[src/rtl/irq_pkg.sv]
// Shared types and default sizing for the interrupt controller.
package irq_pkg;

  typedef enum logic [1:0] {
    IDLE    = 2'd0,
    REQ     = 2'd1,
    SERVICE = 2'd2
  } irq_state_e;

  localparam int unsigned DEF_NUM_SRC = 4;
  localparam int unsigned DEF_IDX_W   = 2;

endpackage

[src/rtl/irq_priority_enc.sv]
// Lowest-index-first priority encoder with a valid flag.
module irq_priority_enc #(
  parameter int unsigned NUM_SRC = 4,
  parameter int unsigned IDX_W   = 2
) (
  input  logic [NUM_SRC-1:0] req,
  output logic               valid,
  output logic [IDX_W-1:0]   idx
);

  always_comb begin
    valid = 1'b0;
    idx   = '0;
    for (int unsigned i = 0; i < NUM_SRC; i++) begin
      if (req[i] && !valid) begin
        valid = 1'b1;
        idx   = IDX_W'(i);
      end
    end
  end

endmodule

[src/rtl/interrupt_controller.sv]
// Edge-capturing, maskable interrupt controller: one committed request at a
// time, held until acknowledged, then blocked until the handler returns.
module interrupt_controller
  import irq_pkg::*;
#(
  parameter int unsigned NUM_SRC = DEF_NUM_SRC,
  parameter int unsigned IDX_W   = DEF_IDX_W
) (
  input  logic               clk,
  input  logic               rst,
  input  logic [NUM_SRC-1:0] irq_src,
  input  logic [NUM_SRC-1:0] irq_mask,
  input  logic               int_ack,
  input  logic               rti_done,
  output logic               interrupt,
  output logic [IDX_W-1:0]   int_id,
  output logic               in_service,
  output logic [NUM_SRC-1:0] pending,
  output logic [NUM_SRC-1:0] src_clear
);

  irq_state_e         state, state_nx;
  logic [NUM_SRC-1:0] irq_src_q;
  logic [NUM_SRC-1:0] rise;
  logic [NUM_SRC-1:0] clr;
  logic [IDX_W-1:0]   int_id_nx;
  logic               sel_valid;
  logic [IDX_W-1:0]   sel_idx;

  irq_priority_enc #(
    .NUM_SRC(NUM_SRC),
    .IDX_W  (IDX_W)
  ) u_enc (
    .req  (pending & ~irq_mask),
    .valid(sel_valid),
    .idx  (sel_idx)
  );

  assign rise       = irq_src & ~irq_src_q;
  assign interrupt  = (state == REQ);
  assign in_service = (state == SERVICE);

  always_comb begin
    state_nx  = state;
    int_id_nx = int_id;
    clr       = '0;
    case (state)
      IDLE: begin
        if (sel_valid) begin
          state_nx  = REQ;
          int_id_nx = sel_idx;
        end
      end
      REQ: begin
        if (int_ack) begin
          clr      = NUM_SRC'(1) << int_id;
          state_nx = SERVICE;
        end
      end
      SERVICE: begin
        if (rti_done) state_nx = IDLE;
      end
      default: state_nx = IDLE;
    endcase
  end

  always_ff @(posedge clk) begin
    if (rst) begin
      state     <= IDLE;
      int_id    <= '0;
      pending   <= '0;
      irq_src_q <= '0;
      src_clear <= '0;
    end else begin
      state     <= state_nx;
      int_id    <= int_id_nx;
      // a fresh edge on the source being cleared re-arms it
      pending   <= (pending & ~clr) | rise;
      irq_src_q <= irq_src;
      src_clear <= clr;
    end
  end

endmodule

[config.mk]
export PLATFORM = sky130hd
export DESIGN_NAME = interrupt_controller
export DESIGN_NICKNAME = d
export VERILOG_FILES = /design/src/rtl/irq_pkg.sv /design/src/rtl/irq_priority_enc.sv /design/src/rtl/interrupt_controller.sv
export SDC_FILE = /design/constraint.sdc
export NUM_CORES = 1
export LEC_CHECK = 0
export BUFFER_PORTS_ARGS = -buffer_cell sky130_fd_sc_hd__buf_2
export CAP_MARGIN = 20
export CORE_MARGIN = 5
export CORE_UTILIZATION = 33
export CTS_CLUSTER_DIAMETER = 60
export DETAILED_ROUTE_END_ITERATION = 6
export PLACE_DENSITY = 0.64
export SLEW_MARGIN = 30
export SYNTH_ARGS = -nofsm -noshare
export SYNTH_HDL_FRONTEND = slang
export SYNTH_SLANG_ARGS = --single-unit
export TNS_END_PERCENT = 50
[constraint.sdc]
create_clock -name clk -period 1 [get_ports clk]
set_input_delay 0.15 -clock clk [delete_from_list [all_inputs] [get_ports clk]]
set_output_delay 0.15 -clock clk [all_outputs]
set_load 0.02 [all_outputs]
=== Word level (Yosys, flattened, before mapping) ===
Cells that the tools add are included.

* Register bits after elaboration: 16

* Bitwise logic cells: 7
* Reductions and logical operators: 9
* Mux-type cells: 13
* Eq/ne operators: 5
* Shift-type cells: 1

{| class="wikitable"
|+ Operator list
! operator !! number
|-
| $and 4x4->4 || 3
|-
| $not 4->4 || 3
|-
| $mux 2 || 5
|-
| $mux 4 || 2
|-
| $ne 2x2->1 const B || 3
|-
| $pmux 2 s3 || 1
|-
| $mux 1 || 5
|-
| $or 4x4->4 || 1
|-
| $shl 1x2->4 const A || 1
|-
| $logic_and 1x1->1 || 3
|-
| $logic_not 1->1 || 3
|-
| $reduce_and 3->1 || 1
|-
| $eq 2x1->1 const B || 1
|-
| $eq 2x2->1 const B || 1
|-
| $logic_not 2->1 || 1
|-
| $reduce_and 2->1 || 1
|}

=== Depth between registers and ports, before layout ===
Gate-level depths: netlist of run 1.

* Word-level depth: 14
* Mapped depth: 4

=== Cells and area by module ===
From an unflattened synthesis of run 1, not the netlist that was laid out.

* Cells, all modules: 65
* Area, all modules: 608.1 um2

{| class="wikitable"
|+ Modules (own cells, without submodules)
! module !! sequential area each (um2) !! area an instance (um2) !! times used !! cells an instance
|-
| interrupt_controller || 320.3 || 573.0 || 1 || 58
|-
| irq_priority_enc || 0.0 || 35.0 || 1 || 7
|}

=== Least setup slack after synthesis of run 1 ===
Ideal clock, no wire load.

* Path kind: register -> register
* Start point: register state[0]
* End point: register pending[0]
* Clock period less this slack: 1.107 ns
* Library setup time: 0.133 ns
* Cell stages (with the launch flop): 5
* Arrival: 0.974 ns
* Required time: 0.867 ns
* Setup slack: -0.107 ns
* Path through: dfxtp_1 > nor2b_4 > nand2_4 > o31ai_1 > a21oi_1

* Word-level cells in the longest chain between the ends: 5

{| class="wikitable"
|+ Ends and longest elaborated chain
! element !! RTL line !! source
|-
| start: declaration || interrupt_controller.sv:22 || <nowiki>irq_state_e state, state_nx;</nowiki>
|-
| start signal: assignment || interrupt_controller.sv:75 || <nowiki>state <= state_nx;</nowiki>
|-
| $eq 2x1->1 || -- ||
|-
| via interrupt || interrupt_controller.sv:15 || <nowiki>output logic interrupt,</nowiki>
|-
| $mux 4 || interrupt_controller.sv:47 || <nowiki>case (state)</nowiki>
|-
| $not 4->4 || interrupt_controller.sv:78 || <nowiki>pending <= (pending & ~clr) | rise;</nowiki>
|-
| $and 4x4->4 || interrupt_controller.sv:78 ||
|-
| $or 4x4->4 || interrupt_controller.sv:78 ||
|-
| end signal: assignment || interrupt_controller.sv:78 ||
|-
| end: declaration || interrupt_controller.sv:18 || <nowiki>output logic [NUM_SRC-1:0] pending,</nowiki>
|}

The timed path passes the listed nets, and every way through them passes these cells.
A chain may end at the register's enable or synchronous reset.

=== Worst setup path after layout of run 1 ===
* Start point: register state[0]
* End point: output interrupt

* Word-level cells in the longest chain between the ends: 1

{| class="wikitable"
|+ Ends and longest elaborated chain
! element !! RTL line !! source
|-
| $eq 2x1->1 || interrupt_controller.sv:40 || <nowiki>assign interrupt = (state == REQ);</nowiki>
|-
| end: declaration || interrupt_controller.sv:15 ||
|}

Every way passes these cells.

==> run summary, run 1 <==
Share of post-route cells with drive strength above 1 = 66.3%
Number of max-cap violations = 0
Wire length of the first global-routing pass = 2.59 mm
Root Buffer = clkbuf_4
Port bufs = 23
Synth-to-Final Area Change = 69.8%
Min Tclk post-route = 1.11 ns
Layout net count = 114
Detailed Route Iter0 Violations = 4
Count leader, synth = dfxtp_1
Period utilization = 111%
Yosys top cell area share = 50.6%
Vias in the first global route = 596
Clock transition at path regs = 0.09 ns
Count of cell types in the netlist = 21
Total number of H-tree levels = 1
Max-slew violations = 0
WP data required = 0.85 ns
Failing checks = setup timing
Hold Crit Class = primary input to flop
Biggest area consumer among synthesized cells = dfxtp_1
DRT Wirelength = 1.58 mm
Die Ht = 53.8 µm
Vias post-DR = 591
Synthesized area = 633 µm²
EDFF count, synth = 0
Total power = 1520 µW
Clk buf depth = 2
# IOs = 24
Crit path capture type = output pin
R2R Path End = pending[1]
TritonRoute pass-1 iters = 4
Slew @ Worst Pin = 0.339 ns
CP Launch Point = state[0]
Power Density = 1410 nW/µm²
Min-delay src = int_ack
CP Max Fanout = 4
Sequential area share after synthesis = 50.6%
Gpl congestion = 0.732
Status = finished with violations
Final Skew = 0.00427 ns
Mapped Cells = 63
Fin. Hold Viols = 0
RSZ-0062 raised after global routing = true
Drt wl/cell = 12.6 µm
Post-DP HPWL = 1.13 mm
Initial core utilization = 35.5%
Pleak = 0.000455 µW
CP startpoint kind = flop
Max VDD drop = 818 µV
# fillers = 153
Hold-fix buffers, CTS = 0
Ys async rst share = 0%
Kind of critical path = flop to output pin
Flop2flop setup slack = -0.07 ns
Grt total ovfl = 0
Crit path DAT = 0.96 ns
Hold Path Depth = 2
Worst-skew pair later-pin latency = 0.28 ns
Core Footprint = 1780 µm²
Max_slew headroom = 77.4%
Worst-case reg-to-reg path depth = 3
Highest Clock Rate = 902 MHz
Core Rows = 15
Residual DRC count = 0
Synth Flop Type = dfxtp_1
# setup viols final = 12
Total Die Area = 2890 µm²
Largest net degree at the start of global routing = 15
Final WS setup = -0.109 ns
Syn Nets = 75
List of most frequent post-synthesis cells = 16 x dfxtp_1, 6 x a21oi_1, 6 x nand2b_1, 6 x nor2b_1, 4 x nand2_1
Num CTS Buffers = 3
Synth Warn # = 0
CTS sink count = 16
Dpl ws = -0.0364 ns
Hold endpoint = state[0]
Post-route ant nets = 0
# diodes = 0
CTS tree = done
Via/cell ratio = 4.69
Total track usage = 12.2%
RR Startpoint = int_id[0]
Area contributors post-synth = dfxtp_1 51%, nand2b_4 6.5%, nand2b_1 5.9%
Register bit total from synthesis = 16
Syn Area/Cell = 10.0 µm²
Die X-Extent = 53.8 µm
Initial antenna violation count = 0
per-stage QoR:
| stage | instances | util [%] | hold slack [ns] | setup TNS (ns) | instance area [µm²] |
|---|---|---|---|---|---|
| 5_1_grt | 126 | 60.3 | 0.0875 | -1.32 | 1070 |
| 3_5_place_dp | 119 | 47.6 | 0.388 | -0.117 | 850 |
| 4_1_cts | 123 | 54.9 | 0.0856 | -0.499 | 978 |
| 3_3_place_gp | 119 | 47.6 | 0.380 | -0.0116 | 850 |
| 6_report | 126 | 60.3 | 0.0973 | -0.523 | 1070 |
| 2_1_floorplan | 63 | - | 0.222 | -0.273 | 639 |
cells by family (layout without fill, tap and decap cells):
family	count (synthesis)	in the layout	synth area share (%)
DFF	16	16	50.6
AOI/OAI and AO/OA	15	15	14.8
buffers and inverters	3	41	1.78
and+or+nand+nor	29	29	32.8
worst max path at each step:
stage                    to
3_3_place_gp   src_clear[2]
3_5_place_dp     pending[0]
2_1_floorplan    pending[0]
5_1_grt          in_service
4_1_cts           interrupt
6_report          interrupt
report_power, final:
group          total, µW  switching [µW]  internal (µW)
Combinational        386             192            194
Clock                419             198            221
Sequential           714            37.0            677
Total               1520             427           1090
state kept, by name (all words and copies together), names as in the netlist:
signal and flops:
pending 4, int_id 2, state 2, src_clear 4, irq_src_q 4
cell type report:
type                    count  area, µm²  share of cell area [%]
clock buffers               4       36.3                    3.38
inverters                   2       11.3                    1.05
repair buffers             35        267                    24.8
multi-input cells          44        387                    36.0
well taps                  25       31.3                    2.91
flip-flops and latches     16        343                    31.9
critical path: stages, from the launching register on:
cell     delay [ns]
dfxtp_4        0.37
nor2b_4        0.18
buf_6          0.13
repair_timing:
item                                    4_1_cts  5_1_grt
endpoints found under the setup margin       15       16
pin swaps                                     3        9
buffers inserted                              2        3
gates resized for setup                      28       16
metal layers:
metal	global-route usage (%)	wire length, µm	vias up
met3	2.49	94	2
met5	0	0	-
met4	2.55	11	0
met1	16.0	659	272
met2	20.6	816	18
li1	-	-	299
layout by cell type, fill, tap and decap left out:
cell type | netlist | final
buf_2 | 0 | 15
buf_6 | 0 | 11
buf_4 | 0 | 9
dfxtp_1 | 16 | 8
nand2b_1 | 6 | 6
nor2b_1 | 6 | 5
dfxtp_4 | 0 | 5
nand2b_4 | 3 | 3
nand2_1 | 4 | 3
a21oi_1 | 6 | 3
a21oi_2 | 0 | 3
clkbuf_4 | 0 | 3
dfxtp_2 | 0 | 3
nor2_1 | 2 | 2
nor4_2 | 0 | 2
o31ai_4 | 0 | 2
nor2b_4 | 1 | 1
nor2b_2 | 0 | 1
a211oi_1 | 1 | 1
clkinvlp_4 | 0 | 1
inv_1 | 2 | 1
nand2_4 | 1 | 1
o31ai_2 | 0 | 1
nand2_2 | 0 | 1
nor3_2 | 0 | 1
nor4_4 | 0 | 1
nand4_2 | 1 | 1
a2111oi_1 | 1 | 1
o21ai_0 | 1 | 1
nand3b_1 | 1 | 1
a211o_1 | 1 | 1
o21ai_1 | 2 | 1
o21ai_2 | 0 | 1
clkbuf_8 | 0 | 1
(Power assumes the default switching activity.)
==> inputs of run 2 (changes only) <==
--- a/config.mk
+++ b/config.mk
@@ -5,13 +5,16 @@
 export SDC_FILE = /design/constraint.sdc
 export NUM_CORES = 1
 export LEC_CHECK = 0
+export ABC_AREA = 1
 export BUFFER_PORTS_ARGS = -buffer_cell sky130_fd_sc_hd__buf_2
-export CAP_MARGIN = 20
+export CAP_MARGIN = 5
+export CELL_PAD_IN_SITES_DETAIL_PLACEMENT = 0
+export CELL_PAD_IN_SITES_GLOBAL_PLACEMENT = 1
 export CORE_MARGIN = 5
-export CORE_UTILIZATION = 33
+export CORE_UTILIZATION = 28
 export CTS_CLUSTER_DIAMETER = 60
 export DETAILED_ROUTE_END_ITERATION = 6
-export PLACE_DENSITY = 0.64
+export PLACE_DENSITY = 0.75
 export SLEW_MARGIN = 30
 export SYNTH_ARGS = -nofsm -noshare
 export SYNTH_HDL_FRONTEND = slang
==> run summary, run 2 <==
List of most frequent post-synthesis cells = 21 x nor2_1, 16 x dfxtp_1, 13 x inv_1
Vias in the first global route = 562 (-5.7%)
Wire length of the first global-routing pass = 2.38 mm (-8.2%)
DRT Wirelength = 1.46 mm (-8.0%)
Total power = 1460 µW (-3.8%)
Max_slew headroom = 87.0% (+9.7 points)
CP startpoint kind = flop
Post-route ant nets = 0 (unchanged)
Share of post-route cells with drive strength above 1 = 41.8% (-25 points)
Core Footprint = 2000 µm² (+12%)
Met3 Track Usage GR = 5.57% (+3.1 points)
Hold Slack = 0.0741 ns (-0.0232 ns)
Num CTS Buffers = 3 (unchanged)
# setup viols final = 6 (-6)
Layout net count = 123 (+7.9%)
Biggest area consumer among synthesized cells = dfxtp_1
Total track usage = 9.85% (-2.4 points)
Synth Flop Type = dfxtp_1
RSZ-0062 raised after global routing = true
Failing checks = setup timing
NetSw = 400 µW (-6.4%)
Final WS setup = -0.0863 ns (+0.0222 ns)
Highest Clock Rate = 921 MHz (+2.0%)
Crit path capture type = output pin
EDFF count, synth = 0 (unchanged)
Storage element area = 333 µm² (-2.9%)
Period utilization = 109% (-2.2 points)
Final Skew = 0.00434 ns (+0.0000670 ns)
Vias post-DR = 579 (-2.0%)
Clk buf depth = 2 (unchanged)
Min Tclk post-route = 1.09 ns (-0.0222 ns)
Met2 Track Usage GR = 17.2% (-3.4 points)
Register bit total from synthesis = 16 (unchanged)
CTS sink count = 16 (unchanged)
Status = finished with violations
Number of max-cap violations = 0 (unchanged)
Hold Crit Class = primary input to flop
Syn Nets = 91 (+21%)
Synth-to-Final Area Change = 48.0%
Power Density = 1650 nW/µm² (+17%)
# diodes = 0 (unchanged)
# IOs = 24 (unchanged)
Die Ht = 56.2 µm (+4.4%)
Yosys top cell area share = 53.7% (+3.1 points)
Drt wl/cell = 10.6 µm (-15%)
Ys async rst share = 0% (unchanged)
Port bufs = 23 (unchanged)
Sequential share of power = 49.6% (+2.6 points)
Multi-input logic area = 235 µm² (-39%)
# fillers = 230 (+50%)
Fin. Hold Viols = 0 (unchanged)
Total Die Area = 3160 µm² (+9.0%)
Count leader, synth = nor2_1
Sequential area share after synthesis = 53.7% (+3.1 points)
Die X-Extent = 56.2 µm (+4.4%)
Crit path DAT = 0.94 ns (-0.02 ns)
Synthesized area = 597 µm² (-5.7%)
Post-DP HPWL = 1.09 mm (-3.1%)
Clock network power share = 28.1% (+0.5 points)
Core Rows = 16 (+1)
GR peak layer = met2
Syn Area/Cell = 7.55 µm² (-25%)
Worst-case reg-to-reg path depth = 6 (+3)
Commonest non-fill, non-tap cells in the layout = 20 x nor2_1, 15 x buf_2, 12 x inv_1
CTS tree = done
Count of cell types in the netlist = 14 (-33%)
Slew @ Worst Pin = 0.193 ns (-0.146 ns)
Total number of H-tree levels = 1 (unchanged)
Hold-fix buffers, CTS = 0 (unchanged)
Mapped Cells = 79 (+25%)
Residual DRC count = 0 (unchanged)
Flop2flop setup slack = -0.07 ns (about the same)
WP data required = 0.85 ns (about the same)
Area contributors post-synth = dfxtp_1 54%, nor2_1 13%, inv_1 8.2%
Detailed Route Iter0 Violations = 8 (+4)
Kind of critical path = flop to output pin
Max-slew violations = 0 (unchanged)
CP Max Fanout = 3 (-1)
Pleak = 0.000460 µW (+1.1%)
Clock transition at path regs = 0.09 ns (about the same)
Gate power share = 22.3% (-3.1 points)
Initial antenna violation count = 0 (unchanged)
Worst-skew pair later-pin latency = 0.28 ns (about the same)
Max VDD drop = 1070 µV (+31%)
Via/cell ratio = 4.23 (-9.9%)
Largest net degree at the start of global routing = 10 (-5)
Switch share = 27.4% (-0.73 points)
Internal = 1060 µW (-2.9%)
Hold Path Depth = 3 (+1)
TritonRoute pass-1 iters = 4 (unchanged)
Most common cell after layout, fill and taps aside = nor2_1
Root Buffer = clkbuf_4
Initial core utilization = 29.8% (-5.7 points)
Grt total ovfl = 0 (unchanged)
Synth Warn # = 0 (unchanged)
Top flop regs = irq_src_q: 4 flops, pending: 4 flops, src_clear: 4 flops
Routing usage on met1 = 10.3% (-5.7 points)
Gpl congestion = 0.784 (+7.1%)
## run 2: cell types whose count changed in the layout (fill, tap and decap cells not counted), moves of 3 or more
cell	before	now
nor2b_1	5	0
nand4_1	0	4
buf_6	11	2
nand2b_4	3	0
nand2_1	3	10
inv_1	1	12
nand2b_1	6	0
dfxtp_4	5	2
nor2_1	2	20
## run 2: cell type report
| type | instances | share of cell area, % |
|---|---|---|
| flip-flops and latches | 16 | 37.7 |
| clock buffers | 4 | 4.11 |
| multi-input cells | 48 | 26.6 |
| repair buffers | 28 | 21.8 |
| inverters | 14 | 5.95 |
| well taps | 27 | 3.82 |
## run 2: logic make-up after synthesis
group           Yosys count  share of synthesized area (%)
simple gates             39                           27.9
flops                    16                           53.7
buf+inv                  15                           9.64
compound gates            9                           8.80
## run 2: path summary, 6_finish.rpt
check,to,from
setup / recovery,interrupt,state[0]
hold / removal,irq_src_q[2],irq_src[2]
setup reg to reg,pending[2],state[0]
hold reg to reg,pending[0],pending[0]
## run 2: metal layers
| metal | vias to the layer above | wire [µm] |
|---|---|---|
| li1 | 305 | - |
| met1 | 256 | 637 |
| met2 | 16 | 703 |
| met3 | 2 | 101 |
| met4 | 0 | 12 |
| met5 | - | 0 |
## run 2: power groups by stage
| stage | Sequential (µW) | Clock (µW) | Combinational [µW] |
|---|---|---|---|
| 2_1_floorplan | 759 | 0 | 129 |
| 3_3_place_gp | 729 | 0 | 253 |
| 3_5_place_dp | 731 | 0 | 258 |
| 4_1_cts | 720 | 433 | 308 |
| 5_1_grt | 730 | 464 | 360 |
| 6_report | 724 | 411 | 326 |
## run 2: critical path, stage by stage (launching register included)
cell	delay, ns
dfxtp_2	0.36
inv_2	0.05
nor2_4	0.12
buf_6	0.13
## run 2: through the flow
step                      area (µm²)  setup slack [ns]  TNS [ns]  util [%]  instances
after CTS                        852           -0.0904    -0.409      42.6        137
after floorplan                  598           -0.0199   -0.0546         -         79
after global routing             883            -0.148    -0.920      44.1        137
after global placement           764           0.00666         0      38.2        131
after detailed placement         764           -0.0215   -0.0369      38.2        131
final                            883           -0.0863    -0.334      44.1        137
## run 2: repair_timing
action | 4_1_cts | 5_1_grt
pin swaps | 1 | 3
setup buffers | 3 | 0
endpoints found under the setup margin | 8 | 16
resized for setup | 11 | 12
